==> config.mk <==
export PLATFORM = sky130hd
export DESIGN_NAME = counter_loop_nested
export DESIGN_NICKNAME = d
export VERILOG_FILES = /design/src/rtl/counter_loop_nested.sv
export SDC_FILE = /design/constraint.sdc
export NUM_CORES = 1
export LEC_CHECK = 0
export ABC_AREA = 1
export CORE_UTILIZATION = 41
export DETAILED_ROUTE_END_ITERATION = 16
export HOLD_SLACK_MARGIN = 0.08
export PLACE_DENSITY = 0.67
export SLEW_MARGIN = 20
export SYNTH_ARGS = -nofsm -noshare
export SYNTH_HDL_FRONTEND = slang
export SYNTH_SLANG_ARGS = --single-unit
==> constraint.sdc <==
create_clock -name clk -period 2.6 [get_ports clk]
set_input_delay 0.26 -clock clk [delete_from_list [all_inputs] [get_ports clk]]
set_output_delay 0.26 -clock clk [all_outputs]
set_load 0.01 [all_outputs]
==> src/rtl/counter_loop_nested.sv <==
// Two-level inner/outer loop counter with start/done handshake; limits latched on start.
// Optional build macro COUNTER_LOOP_NESTED_STEP_EN adds a programmable inner step.
module counter_loop_nested #(
  parameter int INNER_WIDTH = 8,
  parameter int OUTER_WIDTH = 8
) (
  input  logic                   clk,
  input  logic                   rst,
  input  logic                   start,
  input  logic                   en,
`ifdef COUNTER_LOOP_NESTED_STEP_EN
  input  logic [INNER_WIDTH-1:0] inner_step,
`endif
  input  logic [INNER_WIDTH-1:0] inner_limit,
  input  logic [OUTER_WIDTH-1:0] outer_limit,
  output logic [INNER_WIDTH-1:0] inner_cnt,
  output logic [OUTER_WIDTH-1:0] outer_cnt,
  output logic                   inner_last,
  output logic                   outer_last,
  output logic                   busy,
  output logic                   done
);

  typedef enum logic [1:0] {IDLE, RUN, DONE} state_e;

  localparam logic [INNER_WIDTH-1:0] INNER_ZERO = '0;
  localparam logic [OUTER_WIDTH-1:0] OUTER_ZERO = '0;
  localparam logic [OUTER_WIDTH-1:0] OUTER_ONE  = OUTER_WIDTH'(1);

  state_e                 state_q, state_d;
  logic [INNER_WIDTH-1:0] inner_cnt_q, inner_cnt_d;
  logic [OUTER_WIDTH-1:0] outer_cnt_q, outer_cnt_d;
  logic [INNER_WIDTH-1:0] inner_lim_q, inner_lim_d;
  logic [OUTER_WIDTH-1:0] outer_lim_q, outer_lim_d;
  logic [INNER_WIDTH-1:0] step;
  logic                   inner_term;

`ifdef COUNTER_LOOP_NESTED_STEP_EN
  logic [INNER_WIDTH-1:0] step_q, step_d;
  logic [INNER_WIDTH:0]   inner_room;

  // A latched step of zero would stall the sweep forever, so it is promoted to one.
  assign step       = (step_q == INNER_ZERO) ? INNER_WIDTH'(1) : step_q;
  assign inner_room = {1'b0, inner_lim_q} - {1'b0, inner_cnt_q};
  assign inner_term = inner_room < {1'b0, step};
`else
  assign step       = INNER_WIDTH'(1);
  assign inner_term = (inner_cnt_q == inner_lim_q);
`endif

  assign inner_cnt  = inner_cnt_q;
  assign outer_cnt  = outer_cnt_q;
  assign busy       = (state_q == RUN);
  assign done       = (state_q == DONE);
  assign inner_last = busy & inner_term;
  assign outer_last = inner_last & (outer_cnt_q == outer_lim_q);

  always_comb begin
    state_d     = state_q;
    inner_cnt_d = inner_cnt_q;
    outer_cnt_d = outer_cnt_q;
    inner_lim_d = inner_lim_q;
    outer_lim_d = outer_lim_q;
`ifdef COUNTER_LOOP_NESTED_STEP_EN
    step_d      = step_q;
`endif
    case (state_q)
      RUN: begin
        if (en) begin
          if (!inner_term) begin
            inner_cnt_d = inner_cnt_q + step;
          end else if (outer_cnt_q != outer_lim_q) begin
            inner_cnt_d = INNER_ZERO;
            outer_cnt_d = outer_cnt_q + OUTER_ONE;
          end else begin
            inner_cnt_d = INNER_ZERO;
            outer_cnt_d = OUTER_ZERO;
            state_d     = DONE;
          end
        end
      end
      IDLE, DONE: begin
        inner_cnt_d = INNER_ZERO;
        outer_cnt_d = OUTER_ZERO;
        state_d     = IDLE;
        if (start) begin
          inner_lim_d = inner_limit;
          outer_lim_d = outer_limit;
`ifdef COUNTER_LOOP_NESTED_STEP_EN
          step_d      = inner_step;
`endif
          state_d     = RUN;
        end
      end
      default: begin
        inner_cnt_d = INNER_ZERO;
        outer_cnt_d = OUTER_ZERO;
        state_d     = IDLE;
      end
    endcase
  end

  always_ff @(posedge clk) begin
    if (rst) begin
      state_q     <= IDLE;
      inner_cnt_q <= INNER_ZERO;
      outer_cnt_q <= OUTER_ZERO;
      inner_lim_q <= INNER_ZERO;
      outer_lim_q <= OUTER_ZERO;
`ifdef COUNTER_LOOP_NESTED_STEP_EN
      step_q      <= INNER_ZERO;
`endif
    end else begin
      state_q     <= state_d;
      inner_cnt_q <= inner_cnt_d;
      outer_cnt_q <= outer_cnt_d;
      inner_lim_q <= inner_lim_d;
      outer_lim_q <= outer_lim_d;
`ifdef COUNTER_LOOP_NESTED_STEP_EN
      step_q      <= step_d;
`endif
    end
  end

endmodule

=== After elaboration in Yosys (flattened, before gate mapping) ===
Index checks and enable logic that the tools add are counted.

* Add/sub/neg operators: 2
* Equal/unequal tests: 8
* Mux-type cells: 7
* Bitwise gates (word level): 3
* Reduce and logical (&&, ||, !) cells: 6

{| class="wikitable"
|+ Operator list
! operator !! number
|-
| adder 8 x 1 -> 8 bit (second input constant) || 2
|-
| equality test 8 bit || 2
|-
| two-way mux 8 bit || 2
|-
| != test 8 bit || 1
|-
| two-way mux 2 bit || 3
|-
| != test 2 bit (second input constant) || 2
|-
| case mux 2 bit (2 select lines) || 1
|-
| AND reduction 2 bit || 2
|-
| OR reduction 2 bit || 2
|-
| AND reduction 3 bit || 1
|-
| AND 1 bit || 2
|-
| equality test 2 x 1 -> 1 bit (second input constant) || 1
|-
| equality test 2 bit (second input constant) || 1
|-
| zero test 2 bit || 1
|-
| != test 2 x 1 -> 1 bit (second input constant) || 1
|-
| two-way mux 1 bit || 1
|-
| inverter 1 bit || 1
|}

* Flip-flop bits (word level): 34
* Input port bits: 20
* Output and inout port bits: 20
* Logic and storage cells: 31

=== Longest topological paths before layout ===
Gate-level depths: netlist of the first run.

* Depth after elaboration: 5
* Gate-level depth with buffers: 10

=== Least setup slack after synthesis of the first run ===
Ideal clock, no wire load.

* Kind: register -> output
* Start point: reg outer_cnt_q[2], in the netlist outer_cnt[2]
* End point: out outer_last
* Arrival: 1286 ps
* Data required time: 2340 ps
* Path slack: 1054 ps
* Stages on the path, launching flop included: 10
* Buffers on the path: 1
* Cell sequence: dfxtp_1 buf_4 inv_1 nand2_1 nand2_1 nor2_1 nand2_1 nor2_4 inv_1 nor3_1

* Word-level cells in the longest chain between the ends: 2

{| class="wikitable"
|+ Ends and longest elaborated chain
! item !! RTL line !! RTL
|-
| from (decl) || 32 || <nowiki>logic [OUTER_WIDTH-1:0] outer_cnt_q, outer_cnt_d;</nowiki>
|-
| from (signal assigned) || 116 || <nowiki>outer_cnt_q <= outer_cnt_d;</nowiki>
|-
| equality test 8 bit || 56 || <nowiki>assign outer_last = inner_last & (outer_cnt_q == outer_lim_q);</nowiki>
|-
| AND 1 bit || 56 ||
|-
| to (decl) || 19 || <nowiki>output logic outer_last,</nowiki>
|}

Every way passes these cells.

=== Worst setup path in the final report of the first run ===
Ends and elaborated chain as after synthesis.

==> flow_summary.json, run 1 <==
{
  "status": "finished clean",
  "wirelength_um": 3840,
  "path_clk_slew_ns": 0.06,
  "worstSetupStartpointType": "flip-flop",
  "cts_resized": 0,
  "slew-limit-headroom_pct": 67.8,
  "overflow": 0,
  "syn_area_um2": 1710,
  "yosys_register_bits": 34,
  "synth.avg_cell_area_um2": 6.72,
  "gp_congestion": 0.849,
  "ys_seq_area_share_pct": 39.7,
  "cts-root-buf": "clkbuf_8",
  "slew_violations": 0,
  "ir_worst_vdd_v": 0.000279,
  "slowest_delay_ns": 0.56,
  "min_period_ns": 2.39,
  "drtIter0Drc": 92,
  "worstPathRequired_ns": 2.34,
  "yosysUniqueCellTypes": 24,
  "wl_per_cell_um": 11.0,
  "worst-path-buf-inv": 3,
  "fmax_mhz": 419,
  "finalCritPeriodShare_pct": 91.9,
  "die_height_um": 66.7,
  "cts_buffer_depth": 2,
  "hpwl_um": 2860,
  "postSynth.asyncResetShare_pct": 0,
  "grt_pass1_vias": 1471,
  "crit_type": "flip-flop to primary output",
  "io_buffers": 39,
  "critPathMaxFanout": 8,
  "worst_pin_slew_ns": 0.483,
  "row_count": 23,
  "die_w_um": 66.7,
  "cp_top_family": "buffers and inverters",
  "cts.sinks": 34,
  "crit_path_end_kind": "primary output",
  "num-nets-final": 320,
  "tns_ns": 0,
  "coreArea_um2": 4000,
  "clk_latency_ns": 0.29,
  "grt_pass1_wl_um": 6470,
  "critical_path_arrival_ns": 2.13,
  "io_pins": 40,
  "ys.flop_type": "dfxtp_1",
  "cpMostUsedCell": "nand2_1",
  "num_antenna_cells": 0,
  "grtUsageTotal_pct": 20.0,
  "hp-class": "flip-flop to flip-flop",
  "synth_edf_count": 0,
  "synth_top_area_cell": "dfxtp_1",
  "cts_tree": "yes",
  "setup_viol": 0,
  "drc": 0,
  "syn_to_final_growth_pct": 30.2,
  "final_area_um2": 2230,
  "dr.pass1.iters": 4,
  "synth_top_area_share_pct": 39.7,
  "finClkSkew_ns": 0.0123,
  "holdWs_ns": 0.471,
  "drive_gt1_share_pct": 5.70,
  "start_util_pct": 42.9,
  "ys_top_cells_by_area": "dfxtp_1 (40%), nand2_1 (17%), nor2_1 (7.7%)",
  "synth.most_common_cell": "nand2_1",
  "path_cells": "inv_1, nand2_1, nand2_1, nor2_1, nand2_1, nor2_4, inv_1, nor3_1, clkdlybuf4s50_1",
  "cts-buffers-inserted": 5,
  "netlist_instances": 255,
  "yosysWarnings": 0,
  "hold_violations": 0,
  "num_vias": 1621,
  "power_density_nw_per_um2": 501,
  "netlist_top_cells_count": "nand2_1 (76), nor2_1 (35), dfxtp_1 (34), inv_1 (32)",
  "cts_max_level": 2,
  "synth_nets": 277,
  "p_leak_uw": 0.000917,
  "detail-route-antenna-nets": 0,
  "antenna_found_initial": 0,
  "die_area_um2": 4440,
  "viasPerCell": 4.66,
  "maxCapViolCount": 0,
  "grt_max_degree": 18,
  "total_power_uw": 1120,
  "post-cts-setup-buffers": 0,
  "placed_area_um2": 2160,
  "cts_hold_buf": 0,
  "rsz0062_at_grt": "no",
  "slowest_stage": "clkdlybuf4s50_1"
}
where the power goes:
part           internal, µW  switching, µW
Combinational          81.0            112
Sequential              549           16.1
Clock                   184            175
Total                   814            304
flip-flops by register name, summed over array words and instances (netlist names):
register and cells:
inner_cnt 8, inner_lim_q 8, outer_cnt 8, state_q 2
outer_lim_q 8
worst min-delay path, delay by kind of cell (launching register included):
kind / cells / cell delay (ns)
buffers and inverters: 1 / 0.06
DFF: 1 / 0.31
AOI/OAI and AO/OA: 1 / 0.05
layer usage:
metal	vias up	track usage, %	wire, µm
met5	-	0	0
met4	0	8.78	35
met3	2	5.14	177
met2	36	32.2	1760
met1	712	24.7	1870
li1	871	-	-
worst paths after layout:
kind,startpoint,end,slack (ns),depth (start not counted)
worst max register to register,inner_cnt[4]$_SDFFE_PP0P_,outer_cnt[1]$_SDFFE_PP0P_,1.07,8
worst max-delay path,outer_cnt[2]$_SDFFE_PP0P_,outer_last,0.21,9
worst min-delay path,inner_lim_q[5]$_SDFFE_PP0P_,inner_lim_q[5]$_SDFFE_PP0P_,0.47,2
worst min register to register,inner_lim_q[5]$_SDFFE_PP0P_,inner_lim_q[5]$_SDFFE_PP0P_,0.47,2
cell families (layout without fill, tap and decap cells):
family | Yosys count | count (layout) | synth area share (%)
DFF | 34 | 34 | 39.7
xor gates and xnor gates | 12 | 12 | 6.13
AOI/OAI and AO/OA | 37 | 37 | 10.9
and+or+nand+nor | 132 | 132 | 33.3
buffers and inverters | 38 | 81 | 8.54
adders and majority gates | 2 | 2 | 1.46
metrics by stage:
stage / instances / util, % / setup slack, ns
finish: 348 / 55.8 / 0.211
global route: 348 / 55.8 / 0.0344
CTS: 348 / 55.8 / 0.180
detailed placement: 341 / 53.9 / 0.494
global placement: 341 / 53.9 / 0.490
floorplan: 255 / - / 1.05
cells in the final DEF (no fill, tap or decap), types with 3 or more instances in the layout:
cell type / instances
nand2_1: 76
clkdlybuf4s50_1: 39
nor2_1: 35
dfxtp_1: 34
inv_1: 32
o21ai_0: 18
a21oi_1: 18
nand3_1: 7
xnor2_1: 6
xor2_1: 6
clkbuf_8: 5
nor2_2: 3
cell type report:
cell class | count | area (µm²)
Multi-Input combinational cell | 183 | 887
Sequential cell | 34 | 681
Clock buffer | 7 | 76.3
Tap cell | 50 | 62.6
Timing Repair Buffer | 40 | 398
Inverter | 34 | 128
Fill cell | 396 | 1770
Power figures use the tool's default switching activity.
==> run 2: changes to the inputs <==
- REMOVE_ABC_BUFFERS: not set -> 1
==> run 2 against run 1 <==
  * Utilization grew 0.91 points
  * Critical path depth unchanged
  * Highest routed layer unchanged
  * Largest cell class unchanged
  * Critical path type unchanged
  * Critical endpoint unchanged
  * Clock power increased by 12%
==> flow_summary.json, run 2 (synthesized netlist as in run 1, its figures left out) <==
{
  "status": "finished clean",
  "antenna_found_initial": 0,
  "grt_pass1_vias": 1401,
  "dp.cells": 343,
  "cts_buffer_depth": 2,
  "ir_worst_vdd_v": 0.000278,
  "num-fill-cells": 421,
  "cts_hold_buf": 0,
  "hp-class": "flip-flop to flip-flop",
  "grtUsageTotal_pct": 18.1,
  "slew_violations": 0,
  "io_pins": 40,
  "overflow": 0,
  "min_period_ns": 2.37,
  "worstSetupStartpointType": "flip-flop",
  "row_count": 23,
  "num_antenna_cells": 0,
  "cts_tree": "yes",
  "holdPathEnd": "outer_lim_q[6]$_SDFFE_PP0P_",
  "hold_violations": 0,
  "critPathMaxFanout": 8,
  "drtIter0Drc": 79,
  "coreArea_um2": 4000,
  "holdCritStartpoint": "outer_lim_q[6]$_SDFFE_PP0P_",
  "rrSetupSlack_ns": 1.11,
  "layout_common_cells": "nand2_1 (76), clkdlybuf4s50_1 (39), nor2_1 (35)",
  "worst_pin_slew_ns": 0.509,
  "cp_top_family": "buffers and inverters",
  "crit_type": "flip-flop to primary output",
  "drive_gt1_share_pct": 7.97,
  "crit_path_end_kind": "primary output",
  "cts-buffers-inserted": 5,
  "fmax_mhz": 422,
  "final_area_um2": 2270,
  "die_w_um": 66.7,
  "path_clk_slew_ns": 0.07,
  "path_cells": "inv_1, nand2_1, nand2_1, nor2_1, nand2_1, nor2_4, inv_1, nor3_1, clkdlybuf4s50_1",
  "cts_max_level": 2,
  "hpwl_um": 2760,
  "setup_viol": 0,
  "syn_to_final_growth_pct": 32.3,
  "fin_cells": 351,
  "worstPathRequired_ns": 2.34,
  "gp_congestion": 0.782,
  "critical_path_arrival_ns": 2.11,
  "maxCapViolCount": 0,
  "grt_pass1_wl_um": 5950,
  "fin_util_pct": 56.7,
  "viasPerCell": 4.62,
  "cts-root-buf": "clkbuf_8",
  "wirelength_um": 3690,
  "dr.pass1.iters": 5,
  "p_leak_uw": 0.000937,
  "cts.sinks": 34,
  "grt_max_degree": 18,
  "worst-path-buf-inv": 3,
  "post-cts-setup-buffers": 0,
  "wl_per_cell_um": 10.5,
  "drc": 0,
  "timing.rr.start": "inner_cnt[0]$_SDFFE_PP0P_",
  "slowest_delay_ns": 0.57,
  "rsz0062_at_grt": "no",
  "finClkSkew_ns": 0.00563,
  "io_buffers": 39,
  "cpMostUsedCell": "nand2_1",
  "finalCritPeriodShare_pct": 91.2,
  "slew-limit-headroom_pct": 66.0,
  "detail-route-antenna-nets": 0,
  "die_height_um": 66.7,
  "placed_area_um2": 2170,
  "slowest_stage": "clkdlybuf4s50_1",
  "hold_depth": 2,
  "tns_ns": 0,
  "num_vias": 1623,
  "clk_latency_ns": 0.28,
  "start_util_pct": 42.9,
  "power_density_nw_per_um2": 512,
  "ff2ff_path_depth": 9,
  "num-nets-final": 322,
  "die_area_um2": 4440,
  "r2r_end": "outer_cnt[1]$_SDFFE_PP0P_",
  "final_common_cell": "nand2_1"
}
## run 2: changes by cell type in the layout (fill, tap and decap cells not counted), sizes merged
cell      previous run  this run
clkbuf               7         6
clkinv               0         1
clkinvlp             0         1
buf                  1         3
## run 2: power by group
part | switching [µW] | internal (µW) | total, µW
registers | 17.2 | 548 | 566
logic | 112 | 82.9 | 195
clock network | 189 | 213 | 401
total | 318 | 844 | 1160
## run 2: repair_timing
action | 4_1_cts | 5_1_grt
endpoints found under the hold margin | 0 | 0
endpoints found under the setup margin | 0 | 1
gates resized for setup | 0 | 2
## run 2: worst register-to-register path: stages, from the launching register on
cell and delay [ns]:
dfxtp_1 0.44, nand2_1 0.08, nand2_1 0.07, nand2_1 0.07
nor2_2 0.16, nand3_2 0.23, nand2_4 0.19, inv_2 0.05
nand2_1 0.05, nand2_1 0.05
## run 2: worst max path at each step
stage	from	to	slack, ns	depth (start not counted)
after floorplan	outer_cnt[2]$_SDFFE_PP0P_	outer_last	1.06	8
after global placement	outer_cnt[3]$_SDFFE_PP0P_	outer_last	0.50	9
after detailed placement	outer_cnt[3]$_SDFFE_PP0P_	outer_last	0.47	9
after CTS	outer_cnt[2]$_SDFFE_PP0P_	outer_last	0.14	9
after global routing	outer_cnt[3]$_SDFFE_PP0P_	outer_last	0.04	9
final	outer_cnt[7]$_SDFFE_PP0P_	outer_last	0.23	9
## run 2: final cells by class
class	instances	area, µm²	share of cell area (%)
Timing Repair Buffer	42	413	18.2
Clock inverter	2	12.5	0.552
Sequential cell	34	683	30.1
Tap cell	50	62.6	2.76
Inverter	34	128	5.63
Multi-Input combinational cell	183	887	39.1
Clock buffer	6	82.6	3.64
## run 2: per-stage QoR
step / setup WS, ns / total power, µW / hold WS (ns)
global route: 0.0442 / 1230 / 0.499
global placement: 0.500 / 771 / 0.460
floorplan: 1.06 / 697 / 0.408
detailed placement: 0.473 / 774 / 0.471
finish: 0.230 / 1160 / 0.473
CTS: 0.138 / 1180 / 0.481
## run 2: routing by layer
layer | GRT usage [%] | share of wire (%)
met3 | 5.65 | 4.0
met4 | 5.59 | 1.4
met5 | 0 | 0
met2 | 31.1 | 46
met1 | 21.2 | 49
==> run 3: changes to the inputs <==
--- a/config.mk
+++ b/config.mk
@@ -11,2 +11,3 @@
 export HOLD_SLACK_MARGIN = 0.08
+export MAX_ROUTING_LAYER = met4
 export PLACE_DENSITY = 0.67
==> constraint.sdc (replaced) <==
create_clock -name clk -period 2.6 [get_ports clk]
set_input_delay 0.52 -clock clk [delete_from_list [all_inputs] [get_ports clk]]
set_output_delay 0.52 -clock clk [all_outputs]
set_load 0.01 [all_outputs]
==> run 3 against run 2 <==
  * Non-clock buffer count grew 1
  * Count of clock-buffer cells in the layout is the same
  * Clock power grew 2%
  * Clock skew is essentially flat
  * Global-route usage grew 1.0 points
  * Hold slack lost 0.00080 ns
  * Maximum frequency shrank 1.1%
  * Utilization grew 0.25 points
  * First-iteration DRC count shrank 54%
  * Critical endpoint is now inner_last
  * Highest routed layer unchanged
==> flow_summary.json, run 3 (synthesized netlist as in run 1, its figures left out) <==
{
  "num-fill-cells": 412,
  "wirelength_um": 3850,
  "gp_congestion": 0.827,
  "drtIter0Drc": 36,
  "final_common_cell": "nand2_1",
  "grt_max_degree": 19,
  "setup_viol": 0,
  "clk_latency_ns": 0.29,
  "crit_path_start": "inner_cnt[2]$_SDFFE_PP0P_",
  "critical_path_arrival_ns": 1.88,
  "row_count": 23,
  "multi_input_area_um2": 887,
  "start_util_pct": 42.9,
  "drive_gt1_share_pct": 8.28,
  "hp-class": "flip-flop to flip-flop",
  "layout_common_cells": "nand2_1 (76), clkdlybuf4s50_1 (38), nor2_1 (35)",
  "ir_worst_vdd_v": 0.000324,
  "status": "finished clean",
  "cts_max_level": 2,
  "worstSetupStartpointType": "flip-flop",
  "antenna_found_initial": 0,
  "grt_pass1_vias": 1379,
  "crit_path_end_kind": "primary output",
  "crit_type": "flip-flop to primary output",
  "grtUsageTotal_pct": 19.1,
  "cts.sinks": 34,
  "slew-limit-headroom_pct": 67.8,
  "timing.rr.start": "inner_cnt[2]$_SDFFE_PP0P_",
  "worst_pin_slew_ns": 0.483,
  "coreArea_um2": 4000,
  "num-nets-final": 323,
  "num_vias": 1626,
  "viasPerCell": 4.62,
  "syn_to_final_growth_pct": 32.9,
  "fin_util_pct": 57.0,
  "holdWs_ns": 0.472,
  "hold_violations": 0,
  "worstPathRequired_ns": 2.08,
  "path_clk_slew_ns": 0.07,
  "tns_ns": 0,
  "num_antenna_cells": 0,
  "overflow": 0,
  "maxCapViolCount": 0,
  "die_w_um": 66.7,
  "critPathMaxFanout": 6,
  "holdCritStartpoint": "outer_lim_q[2]$_SDFFE_PP0P_",
  "cts-root-buf": "clkbuf_8",
  "rsz0062_at_grt": "no",
  "detail-route-antenna-nets": 0,
  "p_leak_uw": 0.000962,
  "die_height_um": 66.7,
  "hpwl_um": 2790,
  "finalCritPeriodShare_pct": 92.2,
  "dr.pass1.iters": 4,
  "die_area_um2": 4440,
  "io_buffers": 39,
  "slew_violations": 0,
  "fmax_mhz": 417,
  "drc": 0,
  "finClkSkew_ns": 0.00558,
  "min_period_ns": 2.40,
  "cts_tree": "yes",
  "power_density_nw_per_um2": 515,
  "io_pins": 40,
  "area.sequential_um2": 683,
  "cts_buffer_depth": 2,
  "grt_pass1_wl_um": 6070,
  "wl_per_cell_um": 10.9,
  "cts-buffers-inserted": 5
}
run 3: cell count changes in the layout (fill, tap and decap cells not counted):
| cell | delta |
|---|---|
| clkdlybuf4s50_1 | -1 |
| dlymetal6s2s_1 | +1 |
| buf_4 | +1 |
run 3: worst paths after layout:
| path | endpoint | slack, ns | depth (start not counted) |
|---|---|---|---|
| max | inner_last | 0.20 | 7 |
| min | outer_lim_q[2]$_SDFFE_PP0P_ | 0.47 | 2 |
| max reg2reg | outer_cnt[1]$_SDFFE_PP0P_ | 1.15 | 9 |
| min reg2reg | outer_lim_q[2]$_SDFFE_PP0P_ | 0.47 | 2 |
run 3: worst max-delay path, stage by stage, from the launching register on:
cell	delay (ns)
dfxtp_1	0.43
nand2_1	0.08
nand2_1	0.07
nand2_1	0.07
nor2_2	0.14
nand2_2	0.13
nor2_1	0.13
clkdlybuf4s50_1	0.55
run 3: cell type report:
| cell class | instances | share of cell area (%) |
|---|---|---|
| inverter | 34 | 5.60 |
| tap | 50 | 2.75 |
| clock inverter | 2 | 0.549 |
| timing repair buffer | 43 | 18.6 |
| clock buffer | 6 | 3.62 |
| multi-input combinational | 183 | 38.9 |
| sequential | 34 | 30.0 |
run 3: where the power goes:
group	internal (µW)	leakage [µW]	switching, µW	total (µW)
sequential	548	0.000279	17.5	566
clock	213	0.0000472	197	410
combinational	83.9	0.000636	113	197
total	845	0.000962	328	1170
run 3: through the flow:
stage | instance area (µm²) | setup slack [ns] | std cells | total power [µW]
2_1_floorplan | 1700 | 0.803 | 251 | 697
3_3_place_gp | 2180 | 0.269 | 344 | 773
3_5_place_dp | 2180 | 0.273 | 344 | 776
4_1_cts | 2280 | 0.0478 | 352 | 1190
5_1_grt | 2280 | 0.0682 | 352 | 1240
6_report | 2280 | 0.203 | 352 | 1170
run 3: metal layers:
| metal | global-route usage (%) | wire (µm) | up-vias |
|---|---|---|---|
| met1 | 22.3 | 1850 | 714 |
| li1 | - | - | 875 |
| met2 | 30.4 | 1790 | 28 |
| met5 | - | 0 | - |
| met3 | 5.65 | 136 | 9 |
| met4 | 7.98 | 68 | 0 |
run 3: repair_timing:
item / in CTS / in global routing
endpoints found under the setup margin: 1 / 1
hold buffers: 0 / 0
gates resized for setup: 2 / 1
setup buffers: 0 / 0
==> RTL edit 1, RTL diff (settings of run 3) <==
`INNER_WIDTH`: 8 -> 10.
--- a/src/rtl/counter_loop_nested.sv
+++ b/src/rtl/counter_loop_nested.sv
@@ -1,7 +1,7 @@
 // Two-level inner/outer loop counter with start/done handshake; limits latched on start.
 // Optional build macro COUNTER_LOOP_NESTED_STEP_EN adds a programmable inner step.
 module counter_loop_nested #(
-  parameter int INNER_WIDTH = 8,
+  parameter int INNER_WIDTH = 10,
   parameter int OUTER_WIDTH = 8
 ) (
   input  logic                   clk,
Interface: changed (resized inner_cnt and inner_limit); port bits go from 40 to 44. The function was not compared with the original's and may differ.
==> RTL edit 1 against run 3 <==
- power up 5.1%
- clock power increased by 3%
- hold slack better by 0.0085 ns
- sequential cell count increased by 4
- critical path type unchanged
- worst setup slack gained 0.27 ns
- sequential share of layout area hardly changed
- the flow now finishes with violations (design-rule violations)
- design area increased by 12%
- wire length increased by 10%
- synthesized area increased by 14%
==> RTL edit 1: results (changes against run 3) <==
metric,value,unit,change
worstHoldStart,inner_lim_q[2]$_SDFFE_PP0N_,,was outer_lim_q[2]$_SDFFE_PP0P_
hpwl,3.099,mm,was 2.793 mm
synth_seq_area_share,0.3885,,was 0.3971
avgRoutedWirePerCell,11.00,µm,was 10.93 µm
drt_pass1_iterations,11,,was 4
worst_pin_slew,0.3554,ns,was 0.4825 ns
failed_checks,design-rule violations,,
ir_worst_vdd,0.2978,mV,was 0.3237 mV
critPathMaxFanout,5,,was 6
synth.area.top_cells,"dfxtp_1 (39%), nand2_1 (16%), nor2_1 (8.6%)",,"was dfxtp_1 (40%), nand2_1 (17%), nor2_1 (7.7%)"
grt_pass1_vias,1569,,was 1379
grt_max_degree,28,,was 19
place_area,2454,µm²,was 2178 µm²
routedLengthMet1,2.114,mm,was 1.854 mm
synth_common_cells,"nand2_1 (83), nor2_1 (45), dfxtp_1 (38)",,"was nand2_1 (76), nor2_1 (35), dfxtp_1 (34)"
multi_input_gates,199,,was 183
drc,4,,was 0
place_congestion,0.9084,,was 0.8268
num-nonclk-buffers,46,,was 43
comb-power,189,µW,was 197 µW
ys_types,28,,was 24
netlist_area,1958,µm²,was 1714 µm²
synthXorXnorAreaFrac,0.04473,,was 0.06131
final-nonclk-buf-share,0.1841,,was 0.1856
nClkBuffers,7,,was 6
fillCellCount,457,,was 412
crit_arrival,1.61,ns,was 1.88 ns
comb_power_share,0.153,,was 0.168
leakagePower,1.025,nW,was 0.9621 nW
switching_share,0.2653,,was 0.2799
outcome,"complete, but fails checks",,was completed
inv_count,43,,was 34
synth_compound_area_frac,0.1080,,was 0.1088
clk_share,0.03575,,was 0.04174
[RTL edit 1: cell count changes in the layout (fill, tap and decap cells not counted), moves of 3 or more]
cell | run 3 | this run
inv_2 | 2 | 5
a211oi_1 | 0 | 16
o21ai_0 | 18 | 4
xnor2_1 | 6 | 2
nor2_1 | 35 | 45
nand2_1 | 76 | 83
clkdlybuf4s50_1 | 38 | 41
a21oi_1 | 18 | 13
inv_1 | 32 | 37
[RTL edit 1: critical path: stages, from the launching register on]
cell	delay (ns)
dfxtp_1	0.43
inv_2	0.06
nand2_1	0.06
nand2_1	0.06
nor2_1	0.11
nand3_2	0.10
inv_1	0.07
nand2_1	0.07
nor4_1	0.16
dlymetal6s2s_1	0.19
[RTL edit 1: worst max path at each step]
stage,slack [ns],to,cells past startpoint
3_5_place_dp,0.31,outer_last,9
3_3_place_gp,0.31,outer_last,9
4_1_cts,0.02,outer_last,9
2_1_floorplan,0.80,outer_last,8
6_report,0.47,outer_last,9
5_1_grt,0.28,outer_last,9
==> RTL edit 2, RTL diff (config.mk and constraints of run 3) <==
Made on the original files. The 3 states of `state_e` get a one-hot encoding in 3 bits.
--- a/src/rtl/counter_loop_nested.sv
+++ b/src/rtl/counter_loop_nested.sv
@@ -21,7 +21,7 @@
   output logic                   done
 );
 
-  typedef enum logic [1:0] {IDLE, RUN, DONE} state_e;
+  typedef enum logic [2:0] {IDLE = 3'b001, RUN = 3'b010, DONE = 3'b100} state_e;
 
   localparam logic [INNER_WIDTH-1:0] INNER_ZERO = '0;
   localparam logic [OUTER_WIDTH-1:0] OUTER_ZERO = '0;
Formal check against the unedited RTL: no difference found for any inputs over 10 cycles, from zero or initial values and one cycle with rst high; not proved beyond that.
==> RTL edit 2 against run 3 <==
- synthesized area rose by 3.2%
- power rose by 4.7%
- worst setup slack got worse by 0.0085 ns
- sequential cell count is 1 higher
- clock power is 15% higher
- wire length down 3.2%
- largest cell class unchanged
- design area is 2.4% higher
- clock skew rose by 0.0025 ns
- critical endpoint unchanged
==> RTL edit 2: results (changes against run 3) <==
metric,value,unit,change
antenna_left,0,,unchanged
hpwl,2.727,mm,was 2.793 mm
drive_gt1_frac,0.08525,,was 0.08278
met2_length,1.679,mm,was 1.787 mm
clk_path_buf_depth,2,,unchanged
min_path_type,flop to flop,,unchanged
syn_inst,261,,was 255
drt_pass1_iterations,4,,unchanged
grt_pass1_wl,5.947,mm,was 6.072 mm
ys_types,22,,was 24
gr-usage-met2,0.2624,,was 0.3043
use_met3,0.07095,,was 0.05651
synth.area.top_cells,"dfxtp_1 (40%), nand2_1 (17%), nor2_1 (7.9%)",,"was dfxtp_1 (40%), nand2_1 (17%), nor2_1 (7.7%)"
routedLengthMet1,1.867,mm,was 1.854 mm
place_congestion,0.8174,,was 0.8268
critPathMaxFanout,5,,was 6
fin_nets,327,,was 323
grt_max_degree,19,,unchanged
drt_iter0_drc,71,,was 36
placed_cells,347,,was 344
grt_usage,0.1879,,was 0.1910
ir_worst_vdd,0.3106,mV,was 0.3237 mV
io_buffers,39,,unchanged
routed.top_layer,met4,,unchanged
cts_max_level,2,,unchanged
relSlewSlack,0.6605,,was 0.6780
cts-root-buf,clkbuf_8,,unchanged
synth_seq_area_share,0.3960,,was 0.3971
vias_per_cell,4.606,,was 4.619
synth_common_cells,"nand2_1 (80), nor2_1 (37), dfxtp_1 (35)",,"was nand2_1 (76), nor2_1 (35), dfxtp_1 (34)"
antenna_found_initial,0,,unchanged
dr_wl_met3,156,µm,was 136 µm
leakagePower,0.9552,nW,was 0.9621 nW
grt_pass1_vias,1312,,was 1379
antenna_cells,0,,unchanged
num_vias,1635,,was 1626
outcome,completed,,unchanged
yosys_warnings,0,,unchanged
fin_skew,0.008046,ns,was 0.005575 ns
postRouteWirelength,3.726,mm,was 3.848 mm
use_met1,0.2414,,was 0.2228
async_flop_share,0,,unchanged
path_clk_slew,0.07,ns,about the same
cts_buffers,5,,unchanged
==> RTL edit 2: cell types whose count changed in the layout (fill, tap and decap cells not counted), moves of 2 or more <==
cell,delta
nand2_1,+4
nand3_1,-3
buf_4,-2
nor2_1,+2
nor3_1,-2
nor3_2,+2
nor3b_1,+2
==> RTL edit 2: report_power, final <==
| group | leakage [nW] | internal, mW | switching (mW) |
|---|---|---|---|
| Combinational | 0.617 | 0.0758 | 0.103 |
| Sequential | 0.288 | 0.563 | 0.0146 |
| Clock | 0.0502 | 0.280 | 0.191 |
| Total | 0.955 | 0.919 | 0.309 |
==> RTL edit 2: timing repair <==
item / CTS / global route
gates cloned: 0 / 0
gates resized for setup: 3 / 1
setup endpoints to repair: 1 / 1
hold buffers: 0 / 0
buffers inserted: 1 / 0
pin swaps: 1 / 0
==> RTL edit 2: layout make-up <==
| class | instances | area, µm² |
|---|---|---|
| multi-input combinational | 188 | 923.4 |
| sequential | 35 | 704.4 |
| tap | 50 | 62.56 |
| clock inverter | 2 | 37.54 |
| inverter | 34 | 127.6 |
| clock buffer | 5 | 68.82 |
| fill | 401 | 1725 |
| timing repair buffer | 41 | 407.9 |
==> RTL edit 2: critical path: stages, from the launching register on <==
cell             delay [ns]
dfxtp_1                0.44
xnor2_1                0.14
nand2_1                0.07
nor2_2                 0.17
nand2_2                0.13
nor2_1                 0.11
clkdlybuf4s50_1        0.54
==> RTL edit 2: worst paths after layout <==
kind,from,to,slack [ns],cells after the start
hold / removal,outer_lim_q[5]$_SDFFE_PP0P_,outer_lim_q[5]$_SDFFE_PP0P_,0.47,2
hold reg to reg,outer_lim_q[5]$_SDFFE_PP0P_,outer_lim_q[5]$_SDFFE_PP0P_,0.47,2
setup reg to reg,inner_cnt[4]$_SDFFE_PP0P_,outer_cnt[0]$_SDFFE_PP0P_,1.11,8
setup / recovery,inner_cnt[4]$_SDFFE_PP0P_,inner_last,0.19,6
==> RTL edit 2: stage by stage <==
stage | hold WS [ns] | setup slack, ns | area (µm²) | total power [mW]
6_report | 0.4720 | 0.1947 | 2332 | 1.228
3_5_place_dp | 0.4650 | 0.2046 | 2212 | 0.7657
4_1_cts | 0.4749 | 0.05374 | 2330 | 1.243
5_1_grt | 0.4912 | 0.04167 | 2332 | 1.295
3_3_place_gp | 0.4582 | 0.2274 | 2212 | 0.7620
2_1_floorplan | 0.4442 | 0.9048 | 1752 | 0.7032
==> RTL edit 2: kinds of logic (layout without fill, tap and decap cells) <==
kind of cell,count (synthesis),after routing,share of synthesized area
flops,35,35,0.3960
compound gates,37,37,0.1047
fa+ha+maj,2,2,0.01414
simple gates,136,136,0.3388
buf+inv,38,82,0.08204
xor+xnor,13,13,0.06436
